## config.mk

```make
export PLATFORM = sky130hd
export DESIGN_NAME = flappy_game_ctrl
export DESIGN_NICKNAME = d
export VERILOG_FILES = /design/src/rtl/flappy_game_ctrl.sv
export SDC_FILE = /design/constraint.sdc
export NUM_CORES = 1
export LEC_CHECK = 0
export CORE_UTILIZATION = 24
export CTS_CLUSTER_SIZE = 25
export DETAILED_ROUTE_END_ITERATION = 6
export GPL_ROUTABILITY_DRIVEN = 0
export HOLD_SLACK_MARGIN = 0.1
export SLEW_MARGIN = 40
export SYNTH_ARGS = -nofsm -noshare
export SYNTH_HDL_FRONTEND = slang
export SYNTH_SLANG_ARGS = --single-unit
```

## constraint.sdc

```tcl
create_clock -name clk -period 3.8 [get_ports clk]
set_input_delay 0.38 -clock clk [delete_from_list [all_inputs] [get_ports clk]]
set_output_delay 0.38 -clock clk [all_outputs]
set_load 0.05 [all_outputs]
```

## src/rtl/flappy_game_ctrl.sv

```systemverilog
// flappy_game_ctrl: Flappy Bird sequencer - frame tick, physics gating, flap conditioning, pillar scroll, collision, score, game FSM
// Inputs : clk, rst (async, active-low), start/flap_btn (async buttons), bird_y/gap0/gap1 (10-bit, 0 = ground)
// Outputs: tick, phys_en, flap_pulse, pipe_x0/pipe_x1, state (0 IDLE,1 PLAY,2 DEAD,3 OVER), score, hi_score, game_over
// Option : define INVINCIBLE_EN to ignore all collisions (state stays in PLAY)
module flappy_game_ctrl #(
    parameter int TICK_DIV     = 833333,
    parameter int SCREEN_W     = 640,
    parameter int PIPE_SPACING = 320,
    parameter int SCROLL       = 2,
    parameter int BIRD_X       = 160,
    parameter int PIPE_HW      = 20,
    parameter int GAP_HH       = 60,
    parameter int DEAD_TICKS   = 90
) (
    input  logic       clk,
    input  logic       rst,
    input  logic       start,
    input  logic       flap_btn,
    input  logic [9:0] bird_y,
    input  logic [9:0] gap0,
    input  logic [9:0] gap1,
    output logic       tick,
    output logic       phys_en,
    output logic       flap_pulse,
    output logic [9:0] pipe_x0,
    output logic [9:0] pipe_x1,
    output logic [1:0] state,
    output logic [7:0] score,
    output logic [7:0] hi_score,
    output logic       game_over
);
    localparam int CW = TICK_DIV > 1 ? $clog2(TICK_DIV) : 1;
    localparam int DW = DEAD_TICKS > 1 ? $clog2(DEAD_TICKS) : 1;
`ifdef INVINCIBLE_EN
    localparam logic INVINCIBLE = 1'b1;
`else
    localparam logic INVINCIBLE = 1'b0;
`endif

    typedef enum logic [1:0] {IDLE, PLAY, DEAD, OVER} state_t;
    state_t st, st_nx;

    logic [CW-1:0] cnt;
    logic [DW-1:0] dead_cnt;
    logic [2:0]    start_s, flap_s;
    logic          start_edge, flap_edge, pre_tick, flap_pend, hit, cross0, cross1;
    logic [9:0]    nx0, nx1;
    logic [8:0]    sum;

    function automatic logic pipe_hit(input logic [9:0] x, input logic [9:0] g, input logic [9:0] y);
        logic signed [10:0] ys, lo, hi_v;
        ys   = $signed({1'b0, y});
        lo   = $signed({1'b0, g}) - $signed(11'(GAP_HH));
        hi_v = $signed({1'b0, g}) + $signed(11'(GAP_HH));
        return x >= 10'(BIRD_X - PIPE_HW) && x <= 10'(BIRD_X + PIPE_HW) && (ys < lo || ys > hi_v);
    endfunction

    // stages [0],[1] synchronise; [2] holds the previous synchronised level
    assign start_edge = start_s[1] & ~start_s[2];
    assign flap_edge  = flap_s[1] & ~flap_s[2];
    assign tick       = cnt == CW'(TICK_DIV - 1);
    assign pre_tick   = cnt == CW'(TICK_DIV - 2);
    assign phys_en    = tick && st == PLAY;
    assign state      = st;
    assign hit        = !INVINCIBLE && (bird_y == '0 || pipe_hit(pipe_x0, gap0, bird_y) || pipe_hit(pipe_x1, gap1, bird_y));
    assign nx0        = pipe_x0 < 10'(SCROLL) ? 10'(SCREEN_W) : pipe_x0 - 10'(SCROLL);
    assign nx1        = pipe_x1 < 10'(SCROLL) ? 10'(SCREEN_W) : pipe_x1 - 10'(SCROLL);
    assign cross0     = pipe_x0 >= 10'(BIRD_X) && nx0 < 10'(BIRD_X);
    assign cross1     = pipe_x1 >= 10'(BIRD_X) && nx1 < 10'(BIRD_X);
    assign sum        = {1'b0, score} + 9'(cross0) + 9'(cross1);

    always_ff @(posedge clk or negedge rst)
        if (!rst) st <= IDLE;
        else      st <= st_nx;

    always_comb begin
        st_nx = st;
        if (start_edge && (st == IDLE || st == OVER))                      st_nx = PLAY;
        else if (tick && st == PLAY && hit)                                st_nx = DEAD;
        else if (tick && st == DEAD && dead_cnt == DW'(DEAD_TICKS - 1))    st_nx = OVER;
    end

    always_ff @(posedge clk or negedge rst) begin
        if (!rst) begin
            cnt        <= '0;
            dead_cnt   <= '0;
            start_s    <= '0;
            flap_s     <= '0;
            flap_pend  <= 1'b0;
            flap_pulse <= 1'b0;
            pipe_x0    <= 10'(SCREEN_W);
            pipe_x1    <= 10'(SCREEN_W + PIPE_SPACING);
            score      <= '0;
            hi_score   <= '0;
            game_over  <= 1'b0;
        end else begin
            cnt        <= tick ? '0 : cnt + 1'b1;
            start_s    <= {start_s[1:0], start};
            flap_s     <= {flap_s[1:0], flap_btn};
            // an edge seen during the tick cycle belongs to the following frame
            flap_pend  <= st != PLAY || st_nx != PLAY ? 1'b0 : tick ? flap_edge : flap_pend | flap_edge;
            // decided one cycle early so the registered pulse lines up with phys_en
            flap_pulse <= pre_tick && st == PLAY && (flap_pend || flap_edge);
            game_over  <= st_nx == DEAD || st_nx == OVER;
            dead_cnt   <= st != DEAD ? '0 : tick ? dead_cnt + 1'b1 : dead_cnt;
            if (st != PLAY && st_nx == PLAY) begin
                pipe_x0 <= 10'(SCREEN_W);
                pipe_x1 <= 10'(SCREEN_W + PIPE_SPACING);
                score   <= '0;
            end else if (st == PLAY && tick && !hit) begin
                pipe_x0 <= nx0;
                pipe_x1 <= nx1;
                score   <= sum[8] ? 8'hff : sum[7:0];
            end
            if (st == PLAY && st_nx == DEAD && score > hi_score) hi_score <= score;
        end
    end
endmodule

```

==> results.yml <==
placement:
  dp.cells: 978
  dp_hpwl_um: 10800
  portBuffers: 73
  post-place-ws_ns: -0.194
grt:
  grt_overflow: 0
  grt_use_total_pct: 12.6
  grt_max_degree: 73
  grt_pass1_wl_um: 23900
  antenna_found_initial: 0
  grt_pass1_vias: 4659
synthesis:
  syn_area_um2: 5410
  async_flop_share_pct: 100
  yosysWarnings: 0
  synth_edf_count: 0
  ys.flop_type: "dfrtp_1"
  yosysUniqueCellTypes: 69
  synth.avg_cell_area_um2: 9.10
  ys_seq_area_share_pct: 33.5
  synth_top_area_share_pct: 30.5
  synthTopCellsByArea: "dfrtp_1 (31%), ha_1 (13%), xnor2_1 (4.0%), xor2_1 (3.6%), nor2_1 (3.5%)"
  synth-seq-cells: 72
  yosysTopAreaCell: "dfrtp_1"
  syn_inst: 594
run:
  drv_cap: 0
clock_tree:
  cts-htree-levels: 3
  root_buffer: "clkbuf_16"
  clkLatencyLatePin_ns: 0.33
  cts_sinks: 72
  cts_max_path_buffers: 2
  path_clk_slew_ns: 0.06
  cts_inserted_buffers: 9
  cts_tree: "done"
setup_path:
  startpoint_type: "input port"
  cp.required_ns: 4.01
  worstSetupStartpoint: "gap0[3]"
  r2r_start: "pipe_x0[2]$_DFFE_PN0P_"
  reg2regPathDepth: 13
  crit_fanout: 8
  setup.worst_path.end_class: "flop"
  cp-endpoint: "hi_score[3]$_DFFE_PN0P_"
  r2r_setup_slack_ns: 0.27
  worstReg2RegEnd: "score[5]$_DFFE_PN0P_"
  cp.arrival_ns: 3.81
  crit_type: "in -> reg"
drt:
  wl_per_cell_um: 14.3
  route.detailed.drc: 16
  met1_length_um: 7210
  viasPerCell: 4.78
  met2_length_um: 6350
  drtIter0Drc: 187
  highest_layer: "met4"
  drtAntennaViolNets: 0
  dr.pass1.iters: 6
  totalWireLength_um: 14300
  wl_met3_um: 665
  vias: 4754
die:
  die_width_um: 152
  die_h_um: 152
  start_util_pct: 24.6
  core_area_um2: 22000
  row_count: 54
  die_area_um2: 23100
  ios: 76
status:
  violations: "DRC"
  status: "finished with violations"
timing:
  timing.final.ws_setup_ns: 0.195
  clock_skew_ns: 0.0126
  rsz0062_at_grt: "false"
  max_freq_ghz: 0.277
  final.setup.tns_ns: 0
  finalHoldViolations: 0
  worst_pin_slew_ns: 0.702
  finalCritPeriodShare_pct: 94.9
  maxSlewViolCount: 0
  relSlewSlack_pct: 52.9
  finalCriticalPeriod_ns: 3.60
  timing.hold.ws_ns: 0.347
  setup_viol: 0
layout:
  final.fill_count: 2248
  nets: 800
  fin_cells: 995
  drive_gt1_share_pct: 15.0
  syn2layout_area_growth_pct: 32.8
  n_antenna_cell: 0
  final_cell_mix: "clkdlybuf4s50_1 (72), dfrtp_1 (66), ha_1 (55)"
  layout_commonest_cell: "clkdlybuf4s50_1"
pwr:
  p_total_mw: 2.26
  ir_drop_uv: 252
  p_leak_nw: 3.10
  pwr_density_cell_nw_per_um2: 315
hold_path:
  hold_path_class: "reg -> reg"
==> area by class of cell <==
cell class / count / area [um2] / share of cell area [%]
multi-input cells: 465 / 3410 / 47.5
flip-flops and latches: 72 / 1810 / 25.2
repair buffers: 126 / 1150 / 16.0
well taps: 280 / 350 / 4.88
clock buffers: 9 / 225 / 3.14
inverters: 36 / 135 / 1.88
clock inverters: 7 / 103 / 1.43
==> flip-flops by register name, indices dropped and copies added (netlist names) <==
signal / count
score: 8
game_over: 1
flap_pend: 1
state: 2
dead_cnt: 7
start_s: 3
cnt: 20
flap_pulse: 1
pipe_x0: 9
hi_score: 8
pipe_x1: 9
flap_s: 3
==> timing repair <==
item,4_1_cts,5_1_grt
endpoints found under the setup margin,0,15
setup buffers,0,0
hold buffers,1,0
endpoints found under the hold margin,2,0
gates resized for setup,0,6
==> worst min path at each step <==
stage / startpoint / to / slack, ns / depth (start not counted)
finish: start_s[0]$_DFF_PN0_ / start_s[1]$_DFF_PN0_ / 0.35 / 0
floorplan: rst / cnt[0]$_DFF_PN0_ / 0.08 / 0
CTS: start_s[0]$_DFF_PN0_ / start_s[1]$_DFF_PN0_ / 0.35 / 0
global route: start_s[0]$_DFF_PN0_ / start_s[1]$_DFF_PN0_ / 0.36 / 0
detailed placement: start_s[0]$_DFF_PN0_ / start_s[1]$_DFF_PN0_ / 0.33 / 0
global placement: start_s[0]$_DFF_PN0_ / start_s[1]$_DFF_PN0_ / 0.33 / 0
==> through the flow <==
stage / util (%) / area [um2]
detailed placement: 31.1 / 6820
finish: 32.7 / 7180
global placement: 31.0 / 6800
floorplan: - / 5420
CTS: 32.6 / 7160
global route: 32.7 / 7180
==> kinds of logic (layout without fill, tap and decap cells) <==
group / count (synthesis) / in the layout / synth area share, %
buffers and inverters: 58 / 178 / 4.53
AO/OA/AOI/OAI: 107 / 107 / 14.6
other: 1 / 2 / 0.0693
adder cells (fa/ha/maj): 56 / 56 / 13.1
multiplexers: 14 / 14 / 2.75
AND/OR/NAND/NOR: 239 / 239 / 23.9
flip-flops: 72 / 72 / 33.5
XOR/XNOR: 47 / 47 / 7.61
==> worst max-delay path: stages <==
cell and delay [ns]:
clkdlybuf4s50_1 0.43, inv_1 0.07, ha_1 0.18, or3b_4 0.41, nand3_1 0.10, xor2_1 0.07, ha_1 0.29, nand3_1 0.09
or3_1 0.40, a21oi_2 0.16, a211oi_2 0.08, buf_12 0.15, a311o_1 0.32, o221ai_2 0.17, buf_6 0.16, mux2_2 0.34
==> synth_stat cells, types with 16 or more instances <==
master	count
o21ai_0	17
xnor2_1	25
nand3_1	28
clkbuf_1	16
nand2_1	48
a21oi_1	29
nor3_1	18
nor2_1	50
ha_1	55
inv_1	36
dfrtp_1	66
xor2_1	22
==> where the power goes <==
part	leakage, nW	total [mW]	switching (mW)	internal (mW)
sequential	0.890	0.836	0.0400	0.796
combinational	2.06	0.500	0.287	0.213
clock	0.157	0.925	0.343	0.582
total	3.10	2.26	0.670	1.59
==> layer usage <==
metal	global-route usage (%)	vias to the layer above
met5	0	-
met2	20.0	86
met3	2.48	2
li1	-	2395
met4	2.19	0
met1	17.7	2271
Power figures use the tool's default switching activity.
